$ cat config.mk
export PLATFORM = sky130hd
export DESIGN_NAME = round_pipe
export DESIGN_NICKNAME = d
export VERILOG_FILES = /design/src/rtl/fm_round_pkg.sv /design/src/rtl/round_decide.sv /design/src/rtl/round_pipe.sv
export SDC_FILE = /design/constraint.sdc
export NUM_CORES = 1
export LEC_CHECK = 0
export CORE_MARGIN = 2
export CORE_UTILIZATION = 50
export DETAILED_ROUTE_END_ITERATION = 8
export HOLD_SLACK_MARGIN = 0.1
export PLACE_DENSITY = 0.8
export SLEW_MARGIN = 40
export SYNTH_ARGS = -nofsm -noshare
export SYNTH_HDL_FRONTEND = slang
export SYNTH_SLANG_ARGS = --single-unit
$ cat constraint.sdc
create_clock -name clk -period 4.8 [get_ports clk]
set_input_delay 0.96 -clock clk [delete_from_list [all_inputs] [get_ports clk]]
set_output_delay 0.96 -clock clk [all_outputs]
set_load 0.01 [all_outputs]
$ cat src/rtl/fm_round_pkg.sv
// Shared definitions for the FP multiplier rounding pipeline.
// Rounding-mode encodings and sticky-flag bit positions.
package fm_round_pkg;

    localparam logic [2:0] RM_RNE = 3'b000;
    localparam logic [2:0] RM_RZ  = 3'b001;
    localparam logic [2:0] RM_RP  = 3'b010;
    localparam logic [2:0] RM_RM  = 3'b011;
    localparam logic [2:0] RM_RNA = 3'b100;

    localparam int FLG_DNR = 0;
    localparam int FLG_INX = 1;
    localparam int FLG_UNF = 2;
    localparam int FLG_OVF = 3;

endpackage

$ cat src/rtl/round_decide.sv
// Round-up decision for one significand.
// Unlisted mode encodings fall back to round-to-nearest-even.
module round_decide
    import fm_round_pkg::*;
(
    input  logic       i_lsb,
    input  logic       i_guard,
    input  logic       i_sticky,
    input  logic       i_sign,
    input  logic [2:0] i_mode,
    output logic       o_rd
);

    // Select the round-up rule for the active mode
    always_comb begin
        o_rd = 1'b0;
        case (i_mode)
            RM_RZ:   o_rd = 1'b0;
            RM_RP:   o_rd = ~i_sign & (i_guard | i_sticky);
            RM_RM:   o_rd = i_sign & (i_guard | i_sticky);
            RM_RNA:  o_rd = i_guard;
            default: o_rd = i_guard & (i_lsb | i_sticky);
        endcase
    end

endmodule

$ cat src/rtl/round_pipe.sv
// Two-stage valid/ready rounding pipeline for the FP multiplier.
// Stage 1 splits fields and decides rounding; stage 2 finalises.
module round_pipe
    import fm_round_pkg::*;
#(
    parameter int WSIG       = 23,
    parameter int WEXP       = 8,
    parameter int WEXPSUM    = 10,
    parameter int SHIFTWIDTH = 48
) (
    input  logic                  clk,
    input  logic                  reset,
    input  logic                  in_valid,
    output logic                  in_ready,
    input  logic [SHIFTWIDTH-1:0] shiftprod,
    input  logic [WEXPSUM-1:0]    shiftexp,
    input  logic                  shiftloss,
    input  logic [2:0]            roundmode,
    input  logic                  sign,
    input  logic                  tiny,
    output logic                  out_valid,
    input  logic                  out_ready,
    output logic [WSIG-1:0]       roundprod,
    output logic [WEXP-1:0]       roundexp,
    output logic                  inexact,
    output logic                  overflow,
    output logic                  stilltiny,
    output logic                  denormround,
    input  logic                  flag_clr,
    output logic [3:0]            flags_acc
);

    localparam int SW = SHIFTWIDTH;

    // Stage 1 field split
    logic [WSIG-1:0] w_msbits;
    logic            w_lsb;
    logic            w_guard;
    logic            w_sticky;
    logic            w_dsticky;
    logic            w_rd;
    logic [WSIG:0]   w_mp1;

    assign w_msbits  = shiftprod[SW-1:SW-WSIG];
    assign w_lsb     = shiftprod[SW-WSIG];
    assign w_guard   = shiftprod[SW-WSIG-1];
    assign w_sticky  = (|shiftprod[SW-WSIG-2:0]) | shiftloss;
    assign w_dsticky = (|shiftprod[SW-WSIG-3:0]) | shiftloss;
    assign w_mp1     = {1'b0, w_msbits} + {{WSIG{1'b0}}, 1'b1};

    round_decide u_decide (
        .i_lsb    (w_lsb),
        .i_guard  (w_guard),
        .i_sticky (w_sticky),
        .i_sign   (sign),
        .i_mode   (roundmode),
        .o_rd     (w_rd)
    );

    // Stage 1 registers
    logic                r_s1_valid;
    logic [WSIG-1:0]     r_s1_msb;
    logic [WSIG:0]       r_s1_mp1;
    logic                r_s1_guard;
    logic                r_s1_sticky;
    logic                r_s1_dsticky;
    logic                r_s1_rd;
    logic                r_s1_tiny;
    logic [WEXPSUM-1:0]  r_s1_exp;

    // Handshake control
    logic r_s2_valid;
    logic w_s2_adv;
    logic w_hs_in;
    logic w_hs_out;

    assign w_s2_adv  = ~r_s2_valid | out_ready;
    assign in_ready  = ~r_s1_valid | w_s2_adv;
    assign w_hs_in   = in_valid & in_ready;
    assign w_hs_out  = r_s2_valid & out_ready;
    assign out_valid = r_s2_valid;

    // Stage 1: capture split fields and round decision
    always_ff @(posedge clk or posedge reset) begin
        if (reset) begin
            r_s1_valid   <= 1'b0;
            r_s1_msb     <= '0;
            r_s1_mp1     <= '0;
            r_s1_guard   <= 1'b0;
            r_s1_sticky  <= 1'b0;
            r_s1_dsticky <= 1'b0;
            r_s1_rd      <= 1'b0;
            r_s1_tiny    <= 1'b0;
            r_s1_exp     <= '0;
        end else if (in_ready) begin
            r_s1_valid <= in_valid;
            if (in_valid) begin
                r_s1_msb     <= w_msbits;
                r_s1_mp1     <= w_mp1;
                r_s1_guard   <= w_guard;
                r_s1_sticky  <= w_sticky;
                r_s1_dsticky <= w_dsticky;
                r_s1_rd      <= w_rd;
                r_s1_tiny    <= tiny;
                r_s1_exp     <= shiftexp;
            end
        end
    end

    // Stage 2 combinational finishing
    logic               w_rovf;
    logic [WSIG-1:0]    w_prod;
    logic [WEXPSUM-1:0] w_texp;
    logic [WEXP-1:0]    w_rexp;
    logic               w_ovf;
    logic               w_still;
    logic               w_inx;
    logic               w_dnr;

    assign w_rovf  = r_s1_rd & r_s1_mp1[WSIG];
    assign w_prod  = r_s1_rd ? (w_rovf ? '0 : r_s1_mp1[WSIG-1:0])
                             : r_s1_msb;
    assign w_texp  = r_s1_exp + WEXPSUM'(w_rovf);
    assign w_rexp  = w_texp[WEXP-1:0];
    assign w_ovf   = (&w_texp[WEXP-1:0]) | (|w_texp[WEXPSUM-1:WEXP]);
    assign w_still = ~|w_rexp;
    assign w_inx   = r_s1_rd | r_s1_guard | r_s1_sticky;
    assign w_dnr   = r_s1_tiny & r_s1_rd & ~r_s1_dsticky & r_s1_guard;

    // Stage 2: register results, hold while downstream stalls
    always_ff @(posedge clk or posedge reset) begin
        if (reset) begin
            r_s2_valid  <= 1'b0;
            roundprod   <= '0;
            roundexp    <= '0;
            inexact     <= 1'b0;
            overflow    <= 1'b0;
            stilltiny   <= 1'b0;
            denormround <= 1'b0;
        end else if (w_s2_adv) begin
            r_s2_valid <= r_s1_valid;
            if (r_s1_valid) begin
                roundprod   <= w_prod;
                roundexp    <= w_rexp;
                inexact     <= w_inx;
                overflow    <= w_ovf;
                stilltiny   <= w_still;
                denormround <= w_dnr;
            end
        end
    end

    // Flags of the result leaving this cycle
    logic [3:0] w_new_flags;

    always_comb begin
        w_new_flags          = '0;
        w_new_flags[FLG_OVF] = overflow;
        w_new_flags[FLG_UNF] = stilltiny & inexact;
        w_new_flags[FLG_INX] = inexact;
        w_new_flags[FLG_DNR] = denormround;
    end

    // Sticky flag accumulation; clear with handshake keeps only new flags
    always_ff @(posedge clk or posedge reset) begin
        if (reset) begin
            flags_acc <= '0;
        end else if (w_hs_out) begin
            flags_acc <= (flag_clr ? 4'b0000 : flags_acc) | w_new_flags;
        end else if (flag_clr) begin
            flags_acc <= '0;
        end
    end

    logic w_unused;
    assign w_unused = w_hs_in;

endmodule

==> impl_metrics.tcl <==
set metrics [dict create \
    status "finished, final reports clean" \
    synth_area_leaders "dfrtp_1 54%, nand2_1 12%, nor2_1 4.8%" \
    end_kind "output pin" \
    p_per_area_nw_per_um2 354 \
    dp_hpwl_um 8470 \
    ys.flop_type "dfrtp_1" \
    synth_most_common_cell "nand2_1" \
    cp_slowest_stage_delay_ns 0.57 \
    synth.top_cell.area_share 0.536 \
    grt.total_usage 0.239 \
    synth_top_cell_by_area "dfrtp_1" \
    synth_cell_types 44 \
    syn_nets 615 \
    hold_path_class "register to register" \
    clock_latency_ns 0.36 \
    slowest_stage "clkdlybuf4s50_1" \
    place_area_sq_um 6010 \
    ant_nets 0 \
    antenna_found_initial 0 \
    r2r_start "r_s1_rd$_DFFE_PP0P_" \
    rows 35 \
    synth_edf_count 0 \
    finalSetupViolCount 0 \
    grt_pass1_vias 3994 \
    leakagePower_nw 2.65 \
    gp_congestion 0.882 \
    dr.pass1.iters 5 \
    cts.clk_slew.worst_paths_ns 0.08 \
    syn_area_per_cell_sq_um 8.86 \
    yosysWarnings 0 \
    min_from "r_s1_dsticky$_DFFE_PP0P_" \
    cts_resized 0 \
    fmax_ghz 0.309 \
    grt_max_degree 69 \
    timing.final.crit_period_ns 3.23 \
    route.detailed.drc 0 \
    crit_type "input port to output pin" \
    async_flop_share 1.00 \
    r2r_cells 7 \
    grt_setup_unrepaired "false" \
    portBuffers 109 \
    synth_seq_area_share 0.536 \
    crit_required_ns 3.84 \
    syn2layout_area_growth_pct 29.2 \
    period_share 0.674 \
    start_util 0.518 \
    drive_above_1_share 0.0485 \
    via_per_inst 5.55 \
    fin_ws_ns 1.57 \
    ir_worst_vdd_mv 0.202 \
    hold_viol 0 \
    clock_path_buffers 2 \
    cp_common_cell "clkdlybuf4s50_1" \
    numCtsBuffers 9 \
    r2r_slack_ns 2.74 \
    core_sq_um 9280 \
    antenna_cells 0 \
    clockRootBuffer "clkbuf_8" \
    die_area_sq_um 10400 \
    total_power_mw 2.20 \
    synth_common_cells "160 x nand2_1, 103 x dfrtp_1, 61 x nor2_1, 34 x clkbuf_1, 29 x o21ai_0" \
    fin_setup_tns_ns 0 \
    tightest_slew_ns 0.764 \
    grt_overflow 0 \
    drt-total-wl_um 11800 \
    drv_slew 0 \
    wl_per_cell_um 15.4 \
    critPathLaunchType "input port" \
    path_cells "clkdlybuf4s50_1, nand3b_1, clkdlybuf4s50_1" \
    cts-htree-levels 3 \
    finClkSkew_ns 0.0136 \
    syn_area_sq_um 4810 \
    fin_nets 708 \
    drt_iter0_markers 224 \
    worstPathMaxFanout 5 \
    hold_buffers 0 \
    cts_tree "yes" \
    slew_headroom 0.491 \
    whs_path_depth 2 \
    pre_cts_ws_ns 1.58 \
    drv_cap 0 \
    cts_setup_buffers 0 \
    stdcell_area_sq_um 6220 \
    io_pins 110 \
    cts_sinks 103 \
    syn_inst 543 \
    vias 4262 \
    r2r-end "stilltiny$_DFFE_PP0P_" \
    die_width_um 102 \
    ys_ff_latch 103 \
    die-height_um 102 \
    grt_pass1_wl_um 19400 \
    holdPathEnd "r_s1_dsticky$_DFFE_PP0P_" \
    crit_arrival_ns 2.27 \
]
==> sequential cells by signal, summed over array words and instances, names as in the netlist, 4 cells and up <==
signal,count
flags_acc,4
r_s1_exp,10
r_s1_mp1,24
r_s1_msb,23
roundexp,8
roundprod,23
==> area by class of cell <==
type,count,area (sq um)
Inverter,7,28.8
Sequential cell,103,2580
Fill cell,784,3070
Clock buffer,10,128
Tap cell,129,161
Timing Repair Buffer,117,1170
Multi-Input combinational cell,398,2080
Clock inverter,4,72.6
==> layer usage <==
metal	track usage	routed length (um)	up-vias
li1	-	-	2048
met1	0.344	5240	2031
met2	0.375	5670	164
met3	0.0280	655	19
met4	0.0913	238	0
met5	0	0	-
==> stage by stage <==
stage | util | hold slack [ns] | std cells
finish | 0.670 | 0.476 | 768
global route | 0.670 | 0.494 | 768
CTS | 0.669 | 0.476 | 768
detailed placement | 0.648 | 0.457 | 754
global placement | 0.647 | 0.450 | 754
floorplan | - | 0.430 | 543
==> placed cells by master, fill, tap and decap left out, drive strengths merged, types with 2 or more instances in the layout <==
cell type	synthesis	final
a21oi	2	2
a221oi	23	23
a31oi	8	8
and2	4	4
and3	5	5
and4	4	4
buf	1	8
bufinv	0	2
clkbuf	34	10
clkdlybuf4s50	0	109
dfrtp	103	103
ha	3	3
inv	7	7
nand2	160	160
nand2b	4	4
nand3	13	13
nand4	11	11
nand4b	2	2
nor2	61	61
nor3	4	4
nor4	9	9
o211ai	2	2
o21ai	30	30
o31ai	6	6
or3	5	5
or4	7	7
xnor2	9	9
xor2	12	12
==> worst max-delay path: cells and delay by family <==
kind                   cells  cell delay [ns]
and+or+nand+nor            1             0.20
buffers and inverters      2             1.11
==> kinds of logic after synthesis <==
| logic type | Yosys count | synth area share |
|---|---|---|
| and+or+nand+nor | 292 | 0.267 |
| DFF | 103 | 0.536 |
| buffers and inverters | 42 | 0.0330 |
| adders and majority gates | 3 | 0.00780 |
| xor gates and xnor gates | 21 | 0.0382 |
| muxes | 1 | 0.00234 |
| AOI/OAI and AO/OA | 81 | 0.116 |
==> report_power, final <==
group | switching (mW) | internal (mW)
clock network | 0.282 | 0.288
registers | 0.0935 | 1.01
logic | 0.264 | 0.272
==> how the worst max path moves through the flow <==
stage,startpoint,to,slack [ns],cells after the start
4_1_cts,out_ready,in_ready,1.57,3
3_5_place_dp,out_ready,in_ready,1.58,3
6_report,out_ready,in_ready,1.57,3
5_1_grt,out_ready,in_ready,1.50,3
3_3_place_gp,out_ready,in_ready,1.62,3
2_1_floorplan,reset,denormround$_DFFE_PP0P_,1.14,1
(Power assumes the default switching activity.)
